--- src/rtl/id_ex_pipe_reg.sv ---
// ID-to-EX pipeline register: LANES-wide beats, 2-entry skid, flush, preserved copy.
// Optional ID_EX_PERF_CNT_EN adds stall/bubble counters.
module id_ex_pipe_reg #(
  parameter int LANES     = 2,
  parameter int PAYLOAD_W = 96,
  parameter int PC_W      = 32,
  parameter int INSTR_W   = 32
) (
  input  logic                       CLK,
  input  logic                       RST,
  input  logic                       in_valid,
  input  logic [LANES-1:0]           in_lane_valid,
  input  logic [LANES*PAYLOAD_W-1:0] in_payload,
  input  logic [LANES*PC_W-1:0]      in_pc,
  input  logic [LANES*INSTR_W-1:0]   in_instr,
  input  logic [LANES-1:0]           in_order,
  output logic                       in_ready,
  input  logic                       flush,
  output logic                       out_valid,
  output logic [LANES-1:0]           out_lane_valid,
  output logic [LANES*PAYLOAD_W-1:0] out_payload,
  output logic [LANES*PC_W-1:0]      out_pc,
  output logic [LANES-1:0]           out_order,
  input  logic                       out_ready,
  output logic [LANES*PC_W-1:0]      pres_pc,
  output logic [LANES*INSTR_W-1:0]   pres_instr,
  output logic [LANES-1:0]           pres_order,
  output logic [1:0]                 occupancy
`ifdef ID_EX_PERF_CNT_EN
  ,
  output logic [31:0]                perf_stall_cnt,
  output logic [31:0]                perf_bubble_cnt
`endif
);

  typedef enum logic [1:0] {
    EMPTY = 2'd0,
    HALF  = 2'd1,
    FULL  = 2'd2
  } state_t;

  state_t state_q, state_d;

  logic [LANES-1:0]           h_lv, s_lv;
  logic [LANES*PAYLOAD_W-1:0] h_pay, s_pay;
  logic [LANES*PC_W-1:0]      h_pc, s_pc;
  logic [LANES*INSTR_W-1:0]   h_instr, s_instr;
  logic [LANES-1:0]           h_ord, s_ord;

  logic accept, drain;
  logic ld_hin, ld_hsk, ld_sk;

  assign accept = in_valid & in_ready & (|in_lane_valid);
  assign drain  = out_valid & out_ready;

  assign out_valid      = (state_q != EMPTY);
  assign out_lane_valid = h_lv;
  assign out_payload    = h_pay;
  assign out_pc         = h_pc;
  assign out_order      = h_ord;
  assign occupancy      = state_q;

  always_comb begin
    state_d = state_q;
    ld_hin  = 1'b0;
    ld_hsk  = 1'b0;
    ld_sk   = 1'b0;
    unique case (state_q)
      EMPTY: begin
        if (accept) begin
          state_d = HALF;
          ld_hin  = 1'b1;
        end
      end
      HALF: begin
        if (accept && drain) begin
          ld_hin = 1'b1;
        end else if (accept) begin
          state_d = FULL;
          ld_sk   = 1'b1;
        end else if (drain) begin
          state_d = EMPTY;
        end
      end
      FULL: begin
        if (drain) begin
          state_d = HALF;
          ld_hsk  = 1'b1;
        end
      end
      default: state_d = EMPTY;
    endcase
    // Flush drops every held beat and any beat offered this cycle
    if (flush) begin
      state_d = EMPTY;
      ld_hin  = 1'b0;
      ld_hsk  = 1'b0;
      ld_sk   = 1'b0;
    end
  end

  always_ff @(posedge CLK) begin
    if (RST) begin
      state_q    <= EMPTY;
      in_ready   <= 1'b1;
      h_lv       <= '0;
      h_pay      <= '0;
      h_pc       <= '0;
      h_instr    <= '0;
      h_ord      <= '0;
      s_lv       <= '0;
      s_pay      <= '0;
      s_pc       <= '0;
      s_instr    <= '0;
      s_ord      <= '0;
      pres_pc    <= '0;
      pres_instr <= '0;
      pres_order <= '0;
    end else begin
      state_q  <= state_d;
      in_ready <= (state_d != FULL);
      if (ld_hin) begin
        h_lv    <= in_lane_valid;
        h_pay   <= in_payload;
        h_pc    <= in_pc;
        h_instr <= in_instr;
        h_ord   <= in_order;
      end else if (ld_hsk) begin
        h_lv    <= s_lv;
        h_pay   <= s_pay;
        h_pc    <= s_pc;
        h_instr <= s_instr;
        h_ord   <= s_ord;
      end
      if (ld_sk) begin
        s_lv    <= in_lane_valid;
        s_pay   <= in_payload;
        s_pc    <= in_pc;
        s_instr <= in_instr;
        s_ord   <= in_order;
      end
      // A drain is delivered even when flushed in the same cycle
      if (drain) begin
        for (int i = 0; i < LANES; i++) begin
          if (h_lv[i]) begin
            pres_pc[i*PC_W +: PC_W]          <= h_pc[i*PC_W +: PC_W];
            pres_instr[i*INSTR_W +: INSTR_W] <= h_instr[i*INSTR_W +: INSTR_W];
            pres_order[i]                    <= h_ord[i];
          end
        end
      end
    end
  end

`ifdef ID_EX_PERF_CNT_EN
  always_ff @(posedge CLK) begin
    if (RST) begin
      perf_stall_cnt  <= '0;
      perf_bubble_cnt <= '0;
    end else begin
      if (out_valid && !out_ready && perf_stall_cnt != 32'hFFFF_FFFF)
        perf_stall_cnt <= perf_stall_cnt + 32'd1;
      if (!out_valid && perf_bubble_cnt != 32'hFFFF_FFFF)
        perf_bubble_cnt <= perf_bubble_cnt + 32'd1;
    end
  end
`endif

endmodule
--- config.mk ---
export PLATFORM = sky130hd
export DESIGN_NAME = id_ex_pipe_reg
export DESIGN_NICKNAME = d
export VERILOG_FILES = /design/src/rtl/id_ex_pipe_reg.sv
export SDC_FILE = /design/constraint.sdc
export NUM_CORES = 2
export LEC_CHECK = 0
export ABC_AREA = 0
export BUFFER_PORTS_ARGS = -buffer_cell sky130_fd_sc_hd__buf_2
export CAP_MARGIN = 0
export CORE_AREA = 5 5 276 278
export CTS_CLUSTER_DIAMETER = 60
export CTS_CLUSTER_SIZE = 10
export DETAILED_ROUTE_END_ITERATION = 16
export DIE_AREA = 0 0 281 283
export PLACE_DENSITY_LB_ADDON = 0.1
export RECOVER_POWER = 25
export SKIP_LAST_GASP = 1
export SLEW_MARGIN = 10
export SYNTH_ARGS = -nofsm -noshare
export SYNTH_HDL_FRONTEND = slang
export SYNTH_SLANG_ARGS = --single-unit
--- constraint.sdc ---
create_clock -name CLK -period 2.05 [get_ports CLK]
set_input_delay 0.3075 -clock CLK [delete_from_list [all_inputs] [get_ports CLK]]
set_output_delay 0.3075 -clock CLK [all_outputs]
set_load 0.01 [all_outputs]
=== Yosys cells after proc, flatten, opt, wreduce, memory -nomap -nowiden ===
Cells that the tools add are included.

* Equal/unequal tests: 3
* Multiplexer cells: 27
* Bitwise gates (word level): 3
* Reductions and logical operators: 7

{| class="wikitable"
|+ Operators by type and width
! operator !! count
|-
| 192-bit two-way mux || 2
|-
| 64-bit two-way mux || 4
|-
| 2-bit two-way mux || 10
|-
| 1-bit two-way mux || 9
|-
| 2-bit case mux with 3 select lines || 1
|-
| 2-bit AND reduction || 2
|-
| 2-bit nonzero test || 2
|-
| 1-bit AND || 3
|-
| 2-bit by 1-bit equality test with 1-bit output, second input constant || 1
|-
| 2-bit equality test, second input constant || 1
|-
| 2-bit logical NOT || 1
|-
| 2-bit != test, second input constant || 1
|-
| 1-bit case mux with 2 select lines || 1
|-
| 2-bit OR reduction || 1
|-
| 1-bit logical AND || 1
|}

* Flip-flop bits (word level): 781
* Bits of input ports: 329
* Output and inout bits: 394
* Word-level logic and storage cells: 58

=== Longest topological paths before layout ===
* Depth in word-level cells: 8
* Mapped depth: 7
* Gate-level depth less buffers: 3

=== Worst setup path after synthesis ===
Ideal clock, no wire load.

* Kind: register -> register
* Start: register state_q[0], in the netlist occupancy[0]
* End: register h_pc[24], in the netlist out_pc[24]
* Setup time: 0.089 ns
* Arrival time: 1.650 ns
* Required time: 1.961 ns
* Path slack: 0.311 ns
* Stages on the path, launching flop included: 8
* Buffers on the path: 4
* Period minus slack after synthesis: 1.739 ns
* Path through: dfxtp_1 -> buf_2 -> and4bb_2 -> buf_4 -> buf_2 -> clkbuf_1 -> nand2_1 -> a311oi_2

* Word-level cells in the longest chain between the ends: 7
* Elaborated cells between the ends (all ways): 14
* Those cells by class: 2 x eq/ne; 7 x mux; 1 x bitwise; 4 x reduce/logical

{| class="wikitable"
|+ Ends and longest elaborated chain
! item !! line !! RTL
|-
| from (decl) || 42 || <nowiki>state_t state_q, state_d;</nowiki>
|-
| from (signal assigned) || 120 || <nowiki>state_q <= state_d;</nowiki>
|-
| 2-bit nonzero test || 56 || <nowiki>assign out_valid = (state_q != EMPTY);</nowiki>
|-
| 1-bit AND || 54 || <nowiki>assign drain = out_valid & out_ready;</nowiki>
|-
| 1-bit logical AND || 76 || <nowiki>if (accept && drain) begin</nowiki>
|-
| 1-bit two-way mux || 76 ||
|-
| 1-bit case mux with 2 select lines || 68 || <nowiki>unique case (state_q)</nowiki>
|-
| 1-bit two-way mux || 94 || <nowiki>if (flush) begin</nowiki>
|-
| 64-bit two-way mux or 2-bit nonzero test (tied branches) || n/a ||
|-
| to (signal assigned) || 125 || <nowiki>h_pc <= in_pc;</nowiki>
|-
| to (signal assigned) || 131 || <nowiki>h_pc <= s_pc;</nowiki>
|-
| to (decl) || 46 || <nowiki>logic [LANES*PC_W-1:0] h_pc, s_pc;</nowiki>
|}

Parallel ways exist; a longest one is shown, timed or not.
A chain may end at the register's enable or synchronous reset.

=== Final worst setup path ===
* Start: register state_q[1], in the netlist occupancy[1]
* End: output port out_valid

* Word-level cells in the longest chain between the ends: 1

{| class="wikitable"
|+ Ends and longest elaborated chain
! item !! line !! RTL
|-
| 2-bit nonzero test || 56 ||
|-
| to (decl) || 19 || <nowiki>output logic out_valid,</nowiki>
|}

Every way passes these cells.

==> results summary <==
The run finished with clean final reports. The gate count of the mapped netlist came out at 3940. The standby leakage power came out at 14.56 nW. The initial antenna violation count came out at 18.

The area of all placed cells without fillers is 43850 µm². Synthesis instantiated 29 different standard cells from the library. The number of detailed-routing iterations run before antenna repair is 6. For this design, the sink count on the clock tree is 781. The type of the worst setup path is register to output pin. The share of cells above drive strength 1 came out at 0.2016. The layout-stage area growth over the synthesis result is 31.44%.

The floorplan step defined a core boundary enclosing 73700 µm². The first-pass GRT wire length came out at 194600 µm. For this design the ratio of total power to cell area is 783.1 nW/µm². For this run, the post-layout net count is 5086.

The clock network latency to the later pin of the worst-skew pair came out at 0.65 ns. Across the run, the number of max-cap violations was 0. The count of flip-flops with a built-in enable after synthesis is 0. The global router's overall resource usage came out at 0.2977. The placer's final routability congestion estimate came out at 0.8269.

The number of post-CTS setup repair buffers is 0. The final core area utilization is 0.5950. The x dimension of the die came out at 281 µm.

Setup repair after global routing left no endpoint under its margin. On the worst path, the slowest cell contributes a delay of 0.35 ns. In this run the most used layer during global routing was met2. Headroom to the max-slew limit came out at 0.4765. For this run, design rule violations remaining after detail routing come to 0. After legalization and detailed placement, the total HPWL measured 80020 µm. The number of hold-slack violations in the final timing report was 0. At the pin with the least slew margin, the transition time is 0.7852 ns. The total power draw came out at 34.34 mW. The number of max-slew violations in the final report is 0.

The yosys synthesis warning count came out at 0. The part of the cycle the worst path needs came out at 0.9262. Wires add up to 126700 µm.

Entering global routing, the biggest net connects 121 pins. The critical path goes through buf_4, or2_2, buf_2. The post-route minimum period came out at 1.899 ns.

The global-route met1 utilization came out at 0.3985. The required time reported for the critical path endpoint is 1.74 ns. The largest total area in the synthesized netlist belongs to dfxtp_1. Sorting the synthesized cells by how often they occur yields nand2_1, dfxtp_1, a21oi_1. The combined area of all synthesized cells came out at 33360 µm². The total cell area at the placement stage is 38490 µm². The detailed router finished its first iteration with 3163 violations.

After synthesis, the share of flip-flops with an asynchronous set or reset is 0. The total via count in the routed design is 34290. STA classifies the critical path startpoint as a register. The number of clock buffers inserted by TritonCTS came out at 90.

The met3 global-route usage is 0.05574. Setup violations remaining at the end of the flow were counted as 0. Of the synthesized area, sequential elements account for 0.4687. The number of global-route vias before repair came out at 32710. Of the post-synthesis cell area, the dominant cell type holds 0.4687.

nand2_1 is the most common cell in the netlist. The site row count is 100. The clock-pin slew of the registers on the worst-case setup and hold paths is 0.05 ns. The mean cell area of the mapped netlist is 8.467 µm². The initial core utilization came out at 0.4527. The die is 283 µm tall. For this run, the leading register cell type out of synthesis is dfxtp_1. The H-tree was split into 3 levels. The highest clock rate came out at 526.7 MHz. After detailed routing, the number of vias per cell comes to 5.957.

The sum of negative setup slack is 0 ns. Ranked by total cell area, the synthesized netlist is headed by dfxtp_1, a311oi_2, nand2_1. Synthesis inferred 781 register bits. The worst path arrival time is 1.59 ns. For the final database, setup skew stands at 0.02542 ns. The die area came out at 79520 µm². In this run the tool buffered the top-level ports with 722 buffer cells. The count of antenna-violating nets left after detailed routing is 0. The global-route congestion overflow total is 0. The largest individual stage delay along the critical path comes from the cell dfxtp_1. The routed wirelength normalized by instance count is 22.01 µm. For met2 alone, demand over resource in global routing was 0.4808. The min-delay analysis places its worst path in the category input port to register.

In this run the worst path has a maximum fanout of 6. The TritonCTS clock tree is yes. STA classifies the critical path endpoint as an output pin. Across the VDD grid, the largest voltage drop is 681.1 µV. The top-level port count is 723. The buffer cell driving the clock tree root is clkbuf_16. The post-synthesis net count is 4269. The buffer depth of the longest clock path came out at 3.
==> layer usage <==
layer  share of wire  vias to the layer above
met4           0.041                        6
met1            0.42                    16710
met3           0.068                      282
li1                -                    15910
met5         0.00027                        -
met2            0.47                     1384
==> state kept, by name, summed over array words and instances, names as in the netlist, 64 cells and up <==
name         count
out_pc          64
h_instr         64
s_instr         64
s_pc            64
pres_pc         64
s_pay          192
out_payload    192
pres_instr      64
==> power breakdown <==
| part | internal (mW) | switching [mW] | total (mW) |
|---|---|---|---|
| registers | 15.7 | 0.389 | 16.0 |
| clock network | 8.06 | 6.22 | 14.3 |
| logic | 1.67 | 2.35 | 4.02 |
| total | 25.4 | 8.96 | 34.3 |
==> final timing paths <==
path,slack (ns),to,start,cells after the start
max,0.15,out_valid,occupancy[1]$_SDFF_PP0_,3
min reg2reg,0.45,pres_instr[23]$_SDFFE_PP0P_,h_instr[23]$_SDFFE_PP0P_,2
min,0.03,s_pay[25]$_SDFFE_PP0P_,RST,2
max reg2reg,0.23,s_pay[24]$_SDFFE_PP0P_,occupancy[1]$_SDFF_PP0_,4
==> timing repair <==
action	CTS	global route
resized for setup	0	0
hold buffers	324	0
hold endpoints to repair	324	0
==> metrics by stage <==
stage | setup slack [ns] | std cells | hold WS (ns)
final | 0.1513 | 5756 | 0.03029
after global routing | 0.08249 | 5750 | 0.01717
after CTS | 0.1319 | 5737 | 0.002602
after detailed placement | 0.1741 | 5310 | 0.4414
after global placement | 0.2094 | 5310 | 0.4390
after floorplan | 0.3114 | 3940 | 0.4321
==> kinds of logic after synthesis <==
family / synth area share
buffers and inverters: 0.06354
flip-flops: 0.4687
AND/OR/NAND/NOR: 0.2146
AO/OA/AOI/OAI: 0.2532
==> layout make-up <==
type	count	area, µm²
fill	6679	29850
multi-input combinational	2681	15660
sequential	781	15640
timing repair buffer	1202	8850
clock buffer	93	2306
tap	969	1212
clock inverter	10	135.1
antenna	19	47.55
inverter	1	3.754
==> critical path, delay by kind of cell (launching register included) <==
| family | cells | cell delay, ns |
|---|---|---|
| buf+inv | 2 | 0.33 |
| flops | 1 | 0.35 |
| simple gates | 1 | 0.29 |
==> cells in the final DEF, fill, tap and decap left out, drive strengths merged <==
cell / instances
a311oi: 324
o21ai: 324
dlygate4sd3: 324
clkinv: 8
and4bb: 1
or3: 2
nor4b: 1
nand3: 324
o211ai: 3
bufinv: 1
diode: 19
dfxtp: 781
nand2: 908
nor3: 2
or4b: 1
a21oi: 455
nor4: 324
o211a: 3
a21boi: 1
nor2b: 3
a2111oi: 1
nand4bb: 1
buf: 587
inv: 2
clkbuf: 384
or2: 3
Note: power is estimated with default switching activity, not from simulation.
